**config.mk**
```make
export PLATFORM = sky130hd
export DESIGN_NAME = esfa_access_arbiter
export DESIGN_NICKNAME = d
export VERILOG_FILES = /design/src/rtl/esfa_access_arbiter.sv
export SDC_FILE = /design/constraint.sdc
export NUM_CORES = 1
export LEC_CHECK = 0
export ABC_AREA = 1
export BUFFER_PORTS_ARGS = -buffer_cell sky130_fd_sc_hd__buf_4
export CORE_ASPECT_RATIO = 1.4
export CORE_MARGIN = 1
export CORE_UTILIZATION = 44
export CTS_CLUSTER_SIZE = 24
export DETAILED_ROUTE_END_ITERATION = 8
export MAX_ROUTING_LAYER = met4
export PLACE_DENSITY = 0.73
export SYNTH_ARGS = -nofsm -noshare
export SYNTH_HDL_FRONTEND = slang
export SYNTH_SLANG_ARGS = --single-unit
```
**constraint.sdc**
```tcl
create_clock -name masterClock -period 1.8 [get_ports masterClock]
set_input_delay 0.09 -clock masterClock [delete_from_list [all_inputs] [get_ports masterClock]]
set_output_delay 0.09 -clock masterClock [all_outputs]
set_load 0.005 [all_outputs]
```
**src/rtl/esfa_access_arbiter.sv**
```systemverilog
// Round-robin arbiter that shares one ESFA core between two requesters.
// Runs one command at a time (grant, issue, fixed-latency wait, response) with all outputs registered.
module esfa_access_arbiter #(
  parameter int unsigned RESULT_LAT = 2,
  parameter logic [7:0]  IDLE_SEL   = 8'd8
) (
  input  logic        masterClock,
  input  logic        reset,

  input  logic        req0_valid,
  output logic        req0_ready,
  input  logic [7:0]  req0_ctrl,
  input  logic [31:0] req0_data,
  output logic        resp0_valid,
  input  logic        resp0_ready,
  output logic        resp0_bool,
  output logic [7:0]  resp0_value,

  input  logic        req1_valid,
  output logic        req1_ready,
  input  logic [7:0]  req1_ctrl,
  input  logic [31:0] req1_data,
  output logic        resp1_valid,
  input  logic        resp1_ready,
  output logic        resp1_bool,
  output logic [7:0]  resp1_value,

  output logic [7:0]  esfa_new_index,
  output logic [7:0]  esfa_new_value,
  output logic [7:0]  esfa_metadata,
  output logic        esfa_isMetadata,
  output logic [7:0]  esfa_selector,
  input  logic        esfa_resultBool,
  input  logic [7:0]  esfa_resultValue
);

  localparam int unsigned CNT_W  = 4;
  localparam int unsigned DATA_W = 32;
  localparam int unsigned BYTE_W = 8;

  typedef enum logic [1:0] {
    S_IDLE  = 2'd0,
    S_ISSUE = 2'd1,
    S_WAIT  = 2'd2,
    S_RESP  = 2'd3
  } state_e;

  state_e                     state_q, state_d;
  logic                       last_grant_q, last_grant_d;
  logic                       gnt_q, gnt_d;
  logic                       mut_q, mut_d;
  logic                       meta_q, meta_d;
  logic [DATA_W-1:0]          data_q, data_d;
  logic [CNT_W-1:0]           cnt_q, cnt_d;
  logic [1:0]                 req_ready_q, req_ready_d;
  logic [1:0]                 resp_valid_q, resp_valid_d;
  logic [1:0]                 resp_bool_q, resp_bool_d;
  logic [1:0][BYTE_W-1:0]     resp_value_q, resp_value_d;
  logic [BYTE_W-1:0]          idx_q, idx_d;
  logic [BYTE_W-1:0]          val_q, val_d;
  logic [BYTE_W-1:0]          mdata_q, mdata_d;
  logic                       ismeta_q, ismeta_d;
  logic [BYTE_W-1:0]          sel_q, sel_d;

  logic                       gnt_id_c;
  logic                       resp_ack_c;
  logic                       unused_ctrl;

  // Upper control bits carry no meaning for the core.
  assign unused_ctrl = ^{req0_ctrl[7:2], req1_ctrl[7:2]};

  // Tie-break toward the port that did not win last; otherwise the lone requester.
  always_comb begin
    if (req0_valid && req1_valid) begin
      gnt_id_c = ~last_grant_q;
    end else begin
      gnt_id_c = req1_valid;
    end
  end

  assign resp_ack_c = gnt_q ? resp1_ready : resp0_ready;

  always_comb begin
    state_d      = state_q;
    last_grant_d = last_grant_q;
    gnt_d        = gnt_q;
    mut_d        = mut_q;
    meta_d       = meta_q;
    data_d       = data_q;
    cnt_d        = cnt_q;
    req_ready_d  = 2'b00;
    resp_valid_d = resp_valid_q;
    resp_bool_d  = resp_bool_q;
    resp_value_d = resp_value_q;
    idx_d        = idx_q;
    val_d        = val_q;
    mdata_d      = mdata_q;
    ismeta_d     = ismeta_q;
    sel_d        = sel_q;

    unique case (state_q)
      S_IDLE: begin
        if (req0_valid || req1_valid) begin
          gnt_d                 = gnt_id_c;
          last_grant_d          = gnt_id_c;
          req_ready_d[gnt_id_c] = 1'b1;
          mut_d                 = gnt_id_c ? req1_ctrl[0] : req0_ctrl[0];
          meta_d                = gnt_id_c ? req1_ctrl[1] : req0_ctrl[1];
          data_d                = gnt_id_c ? req1_data : req0_data;
          state_d               = S_ISSUE;
        end
      end

      S_ISSUE: begin
        // Queries leave the field outputs untouched and only park the selector.
        if (mut_q) begin
          idx_d    = data_q[7:0];
          val_d    = data_q[15:8];
          mdata_d  = data_q[23:16];
          ismeta_d = meta_q;
          sel_d    = data_q[31:24];
        end else begin
          sel_d    = IDLE_SEL;
        end
        cnt_d   = CNT_W'(RESULT_LAT - 1);
        state_d = S_WAIT;
      end

      S_WAIT: begin
        if (cnt_q == '0) begin
          resp_valid_d[gnt_q] = 1'b1;
          if (mut_q) begin
            resp_bool_d[gnt_q]  = 1'b1;
            resp_value_d[gnt_q] = '0;
          end else begin
            resp_bool_d[gnt_q]  = esfa_resultBool;
            resp_value_d[gnt_q] = esfa_resultValue;
          end
          sel_d   = IDLE_SEL;
          state_d = S_RESP;
        end else begin
          cnt_d = cnt_q - CNT_W'(1);
        end
      end

      S_RESP: begin
        if (resp_ack_c) begin
          resp_valid_d[gnt_q] = 1'b0;
          state_d             = S_IDLE;
        end
      end

      default: begin
        state_d = S_IDLE;
      end
    endcase
  end

  // Synchronous active-low reset; aborts any command in flight without a response.
  always_ff @(posedge masterClock) begin
    if (!reset) begin
      state_q      <= S_IDLE;
      last_grant_q <= 1'b1;
      gnt_q        <= 1'b0;
      mut_q        <= 1'b0;
      meta_q       <= 1'b0;
      data_q       <= '0;
      cnt_q        <= '0;
      req_ready_q  <= 2'b00;
      resp_valid_q <= 2'b00;
      resp_bool_q  <= 2'b00;
      resp_value_q <= '0;
      idx_q        <= '0;
      val_q        <= '0;
      mdata_q      <= '0;
      ismeta_q     <= 1'b0;
      sel_q        <= IDLE_SEL;
    end else begin
      state_q      <= state_d;
      last_grant_q <= last_grant_d;
      gnt_q        <= gnt_d;
      mut_q        <= mut_d;
      meta_q       <= meta_d;
      data_q       <= data_d;
      cnt_q        <= cnt_d;
      req_ready_q  <= req_ready_d;
      resp_valid_q <= resp_valid_d;
      resp_bool_q  <= resp_bool_d;
      resp_value_q <= resp_value_d;
      idx_q        <= idx_d;
      val_q        <= val_d;
      mdata_q      <= mdata_d;
      ismeta_q     <= ismeta_d;
      sel_q        <= sel_d;
    end
  end

  assign req0_ready      = req_ready_q[0];
  assign req1_ready      = req_ready_q[1];
  assign resp0_valid     = resp_valid_q[0];
  assign resp1_valid     = resp_valid_q[1];
  assign resp0_bool      = resp_bool_q[0];
  assign resp1_bool      = resp_bool_q[1];
  assign resp0_value     = resp_value_q[0];
  assign resp1_value     = resp_value_q[1];
  assign esfa_new_index  = idx_q;
  assign esfa_new_value  = val_q;
  assign esfa_metadata   = mdata_q;
  assign esfa_isMetadata = ismeta_q;
  assign esfa_selector   = sel_q;

endmodule
```
==> results.yml, run 1 <==
global_route:
  grt_max_degree: 53
  first_global_vias: 3529
  grt_overflow: 0
  grt_pass1_wl_microns: 15800
  busiest_layer: "met2"
  grt_use_met3: 0.0685
  grtUsageMet1: 0.236
  grt_util_all_layers: 0.232
  use_met2: 0.404
  grt_antenna_before_repair: 0
sta:
  finalHoldViolCount: 0
  clock-skew-final_ns: 0.00864
  setup_tns_ns: 0
  min_period_ns: 1.59
  fmax_mhz: 630
  drv_slew: 0
  hold_slack_ns: 0.0169
  min_period_over_period: 0.881
  rsz0062_at_grt: "false"
  slew_headroom: 0.580
  worst_slew_pin_slew_ns: 0.629
  finalSetupViolCount: 0
  setup_ws_ns: 0.214
power:
  p_per_area_nw_per_um2: 1370
  power_mw: 7.23
  peakVddDrop_v: 0.000886
  p_leak_nw: 2.34
clocking:
  cts_tree: "done"
  clkLatencyLatePin_ns: 0.34
  cts_made_buffers: 9
  post_cts_buffers: 0
  clock-sinks: 97
  cts_root_buf: "clkbuf_16"
  cts.htree.levels: 3
  clockBufferDepth: 2
  cts.clk_slew.worst_paths_ns: 0.06
  cts-resized-gates: 0
drt:
  first_iter_violations: 162
  wl_per_cell_microns: 13.1
  firstDrtPassIters: 4
  dr_total_vias: 3785
  wl_microns: 9760
  via_per_inst: 5.09
  drc_errors: 0
  drtAntennaViolNets: 0
layout:
  diodes: 0
  nFillCells: 786
  fin_cells: 743
  drive_gt1_frac: 0.270
  final_util: 0.616
  area_growth_pct: 36.5
  finish.instance_area_sq_um: 5280
  final_common_cell: "buf_4"
  ff_latch_area_sq_um: 1940
  final_nets: 735
  final_cell_mix: "buf_4, nand2_1, dfxtp_1, nor2_1, o21ai_0"
  multi_input_area_sq_um: 1700
flow_run:
  maxCapViolations: 0
place:
  hpwl_microns: 6930
  io_buffers: 137
  place_ws_ns: 0.216
  place_congestion: 0.761
  post_dp_cell_area_sq_um: 4970
  post-place-cells: 727
setup_path:
  worstPathMaxFanout: 16
  worstRegToRegCells: 7
  crit_type: "register to register"
  crit_start: "state_q[0]"
  rrSetupSlack_ns: 0.21
  crit_required_ns: 2.07
  cp-start-kind: "register"
  endpoint: "resp1_value[1]"
  r2r-start: "state_q[0]"
  reg2reg_to: "resp1_value[1]"
  cp.arrival_ns: 1.86
  cp-end-kind: "register"
outcome:
  status: "finished clean"
floorplan:
  rows: 40
  dieArea_sq_um: 9170
  dieWidth_microns: 81.2
  io_pins: 150
  initial_core_util: 0.452
  die_h_microns: 113
  coreArea_sq_um: 8560
synthesis:
  syn_inst: 506
  syn_nets: 607
  synth.avg_cell_area_sq_um: 7.64
  synth_warnings: 0
  synth_seq_cells: 97
  yosys.cell_types.count: 22
  yosysSeqAreaShare: 0.502
  synth_area_sq_um: 3860
min_path:
  hold_class: "input pin to register"
[registers in the layout, indices dropped and copies added (netlist names), 2 cells and up, named ones only]
signal	cells
resp1_value	8
data_q	32
resp0_value	8
esfa_metadata	8
esfa_new_value	8
cnt_q	4
esfa_selector	8
req_ready_q	2
state_q	2
resp_bool_q	2
esfa_new_index	8
[logic make-up (layout without fill, tap and decap cells)]
group           Yosys count  in the layout  synth area share
simple gates            224            224             0.242
compound gates          127            127             0.175
flops                    97             97             0.502
buf+inv                  51            183            0.0579
fa+ha+maj                 6              6            0.0194
xor+xnor                  1              1           0.00227
[per-layer routing]
metal,wire length [microns],share of wire,vias to the layer above
li1,-,-,1950
met3,639,0.065,11
met1,3860,0.40,1725
met5,0,0,-
met4,118,0.012,0
met2,5140,0.53,99
[how the worst min path moves through the flow]
stage | end | from | cells after the start
global route | data_q[5] | req1_data[5] | 3
global placement | resp_bool_q[1] | esfa_resultBool | 3
floorplan | resp_bool_q[0] | esfa_resultBool | 2
CTS | data_q[10] | req0_data[10] | 3
detailed placement | resp_bool_q[0] | esfa_resultBool | 3
finish | data_q[10] | req0_data[10] | 3
[worst max-delay path, cell delays in order (launching register included)]
cell     delay (ns)
dfxtp_1        0.34
inv_1          0.12
ha_1           0.27
inv_2          0.17
nor2_8         0.15
buf_4          0.21
nand3_1        0.09
a21oi_1        0.17
[area by class of cell]
cell class / count / area share
flip-flops and latches: 97 / 0.368
clock buffers: 12 / 0.0486
clock inverters: 3 / 0.00759
inverters: 20 / 0.0142
well taps: 105 / 0.0249
multi-input cells: 358 / 0.323
repair buffers: 148 / 0.213
[synth_stat cells (all sizes together)]
cell      n  area share
nand4    11       0.018
dfxtp    97        0.50
a31oi    34       0.055
xor2      1      0.0023
ha        6       0.019
buf      15       0.023
nand3    20       0.026
o21ai    64       0.083
inv      20       0.019
nand2   119        0.12
a21oi    29       0.038
nor3b     1      0.0019
nor3      7      0.0091
clkbuf   16       0.016
nor2     66       0.070
[repair_timing]
item,4_1_cts,5_1_grt
endpoints found under the setup margin,0,0
hold buffers,1,0
endpoints found under the hold margin,2,0
[power breakdown]
group / total (mW) / internal (mW) / switching (mW) / leakage (nW)
sequential: 2.93 / 2.66 / 0.273 / 0.794
combinational: 2.40 / 0.994 / 1.40 / 1.39
clock: 1.90 / 1.14 / 0.765 / 0.148
total: 7.23 / 4.79 / 2.44 / 2.34
No activity file was read; power rests on OpenSTA's default activity.
==> run 2, diff against run 1 <==
--- a/config.mk
+++ b/config.mk
@@ -5,7 +5,6 @@
 export SDC_FILE = /design/constraint.sdc
 export NUM_CORES = 1
 export LEC_CHECK = 0
-export ABC_AREA = 1
 export BUFFER_PORTS_ARGS = -buffer_cell sky130_fd_sc_hd__buf_4
 export CORE_ASPECT_RATIO = 1.4
 export CORE_MARGIN = 1
@@ -13,7 +12,7 @@
 export CTS_CLUSTER_SIZE = 24
 export DETAILED_ROUTE_END_ITERATION = 8
 export MAX_ROUTING_LAYER = met4
-export PLACE_DENSITY = 0.73
+export PLACE_DENSITY = 0.72
 export SYNTH_ARGS = -nofsm -noshare
 export SYNTH_HDL_FRONTEND = slang
 export SYNTH_SLANG_ARGS = --single-unit
==> results.yml, run 2 <==
drt:
  wl_microns: 9740
  drc_errors: 10
  firstDrtPassIters: 8
  via_per_inst: 5.26
  drtAntennaViolNets: 0
  wl_per_cell_microns: 14.1
  first_iter_violations: 143
  dr_total_vias: 3634
layout:
  drive_gt1_frac: 0.303
  diodes: 0
  final_common_cell: "buf_4"
  fin_cells: 691
  area_growth_pct: 35.8
  final_util: 0.624
  final_nets: 681
  largest_reg_flops: 32
  top_register: "data_q"
  final_cell_mix: "buf_4, nand2_1, dfxtp_1, mux2i_1, o211a_1"
outcome:
  violations: "design-rule violations"
  status: "finished, violations left"
min_path:
  hold_class: "input pin to register"
synthesis:
  synth_edf_count: 0
  syn_nets: 553
  syn_inst: 452
  synth_warnings: 0
  synth_top_cell_by_area: "dfxtp_1"
  ys_async_sr_fraction: 0
  yosysMostFrequentCell: "nand2_1"
  synth_seq_cells: 97
  yosysTopAreaCellShare: 0.460
  ys.flop_type: "dfxtp_1"
  yosysSeqAreaShare: 0.460
  synth.avg_cell_area_sq_um: 9.35
  synth_area_sq_um: 4220
  synthTopCellsByArea: "dfxtp_1, mux2i_1, nand2_1, o211a_1, a21boi_0"
  yosys-top-cells-count: "nand2_1, dfxtp_1, mux2i_1, o211a_1, a21boi_0"
  yosys.cell_types.count: 38
setup_path:
  cp-end-kind: "register"
  crit_type: "register to register"
  crit_required_ns: 2.02
  rrSetupSlack_ns: 0.14
  cp-start-kind: "register"
  cp.arrival_ns: 1.89
  worstPathMaxFanout: 6
global_route:
  first_global_vias: 3533
  grt_max_degree: 50
  grt_overflow: 0
  grt_util_all_layers: 0.203
  grt_antenna_before_repair: 0
  grt_pass1_wl_microns: 15800
sta:
  setup_ws_ns: 0.137
  min_period_ns: 1.66
  worst_slew_pin_slew_ns: 0.425
  finalHoldViolCount: 0
  min_period_over_period: 0.924
  rsz0062_at_grt: "false"
  setup_tns_ns: 0
  clock-skew-final_ns: 0.00567
  slew_headroom: 0.716
  fmax_mhz: 601
  drv_slew: 0
  finalSetupViolCount: 0
place:
  place_congestion: 0.812
  io_buffers: 137
  hpwl_microns: 7070
  place_ws_ns: 0.0505
  post-place-cells: 676
floorplan:
  dieWidth_microns: 84.8
  io_pins: 150
  dieArea_sq_um: 10000
  die_h_microns: 118
  initial_core_util: 0.460
  rows: 41
  coreArea_sq_um: 9180
flow_run:
  maxCapViolations: 0
power:
  p_per_area_nw_per_um2: 1250
  peakVddDrop_v: 0.000693
  p_leak_nw: 2.75
  power_mw: 7.19
clocking:
  cts.clk_slew.worst_paths_ns: 0.06
  clock-sinks: 97
  cts_tree: "done"
  cts.htree.levels: 3
  clkLatencyLatePin_ns: 0.34
  hold_buffers: 0
  cts_root_buf: "clkbuf_16"
  clockBufferDepth: 2
  cts_made_buffers: 9
-- run 2: cell types whose count changed in the layout (fill, tap and decap cells not counted), sizes merged, moves of 4 or more --
cell and change:
buf +4, nor3 -4, nand2 -10, nand4 -11, o211a +34, a21boi +44, o21ai -46, a31oi -34
nand3 -13, nor2b +21, inv -13, mux2i +43, nor2 -60, a21oi -24
-- run 2: where the power goes --
| part | internal [mW] | switching [mW] |
|---|---|---|
| clock network | 1.22 | 0.801 |
| logic | 1.10 | 1.26 |
| registers | 2.57 | 0.241 |
| total | 4.88 | 2.30 |
-- run 2: cell families after synthesis --
family	count (synthesis)	share of synthesized area
compound gates	109	0.206
fa+ha+maj	6	0.0178
buf+inv	39	0.0459
flops	97	0.460
mux	43	0.102
simple gates	158	0.169
-- run 2: worst max-delay path: stages (launching register included) --
cell	delay, ns
dfxtp_1	0.33
inv_1	0.06
ha_2	0.23
or3b_4	0.42
nand2_1	0.15
nand2_2	0.07
o311a_1	0.29
-- run 2: per-stage QoR --
stage / area, sq um / hold WS [ns]
floorplan: 4220 / 0.254
global placement: 5400 / 0.355
detailed placement: 5400 / 0.364
CTS: 5710 / 0.00595
global route: 5730 / 0.0118
finish: 5730 / 0.0183
-- run 2: per-layer routing --
metal	GRT usage	wire length, microns	up-vias
met4	0.0773	150	0
li1	-	-	1807
met2	0.366	5100	101
met1	0.213	3960	1716
met5	-	0	-
met3	0.0428	526	10
-- run 2: worst paths after layout --
check	cells past startpoint	from	endpoint
hold / removal	2	esfa_resultBool	resp_bool_q[1]
setup / recovery	6	cnt_q[0]	state_q[0]
setup reg to reg	6	cnt_q[0]	state_q[0]
hold reg to reg	2	esfa_selector[2]	esfa_selector[2]
-- run 2: layout make-up --
cell class,count,area (sq um)
Fill cell,779,3450
Clock buffer,9,225
Sequential cell,97,1940
Tap cell,107,134
Multi-Input combinational cell,316,2130
Inverter,5,18.8
Clock inverter,6,90.1
Timing Repair Buffer,151,1200
-- run 2: repair_timing --
item	CTS	global route
gates resized for setup	0	5
setup endpoints to repair	0	12
buffers inserted	0	0
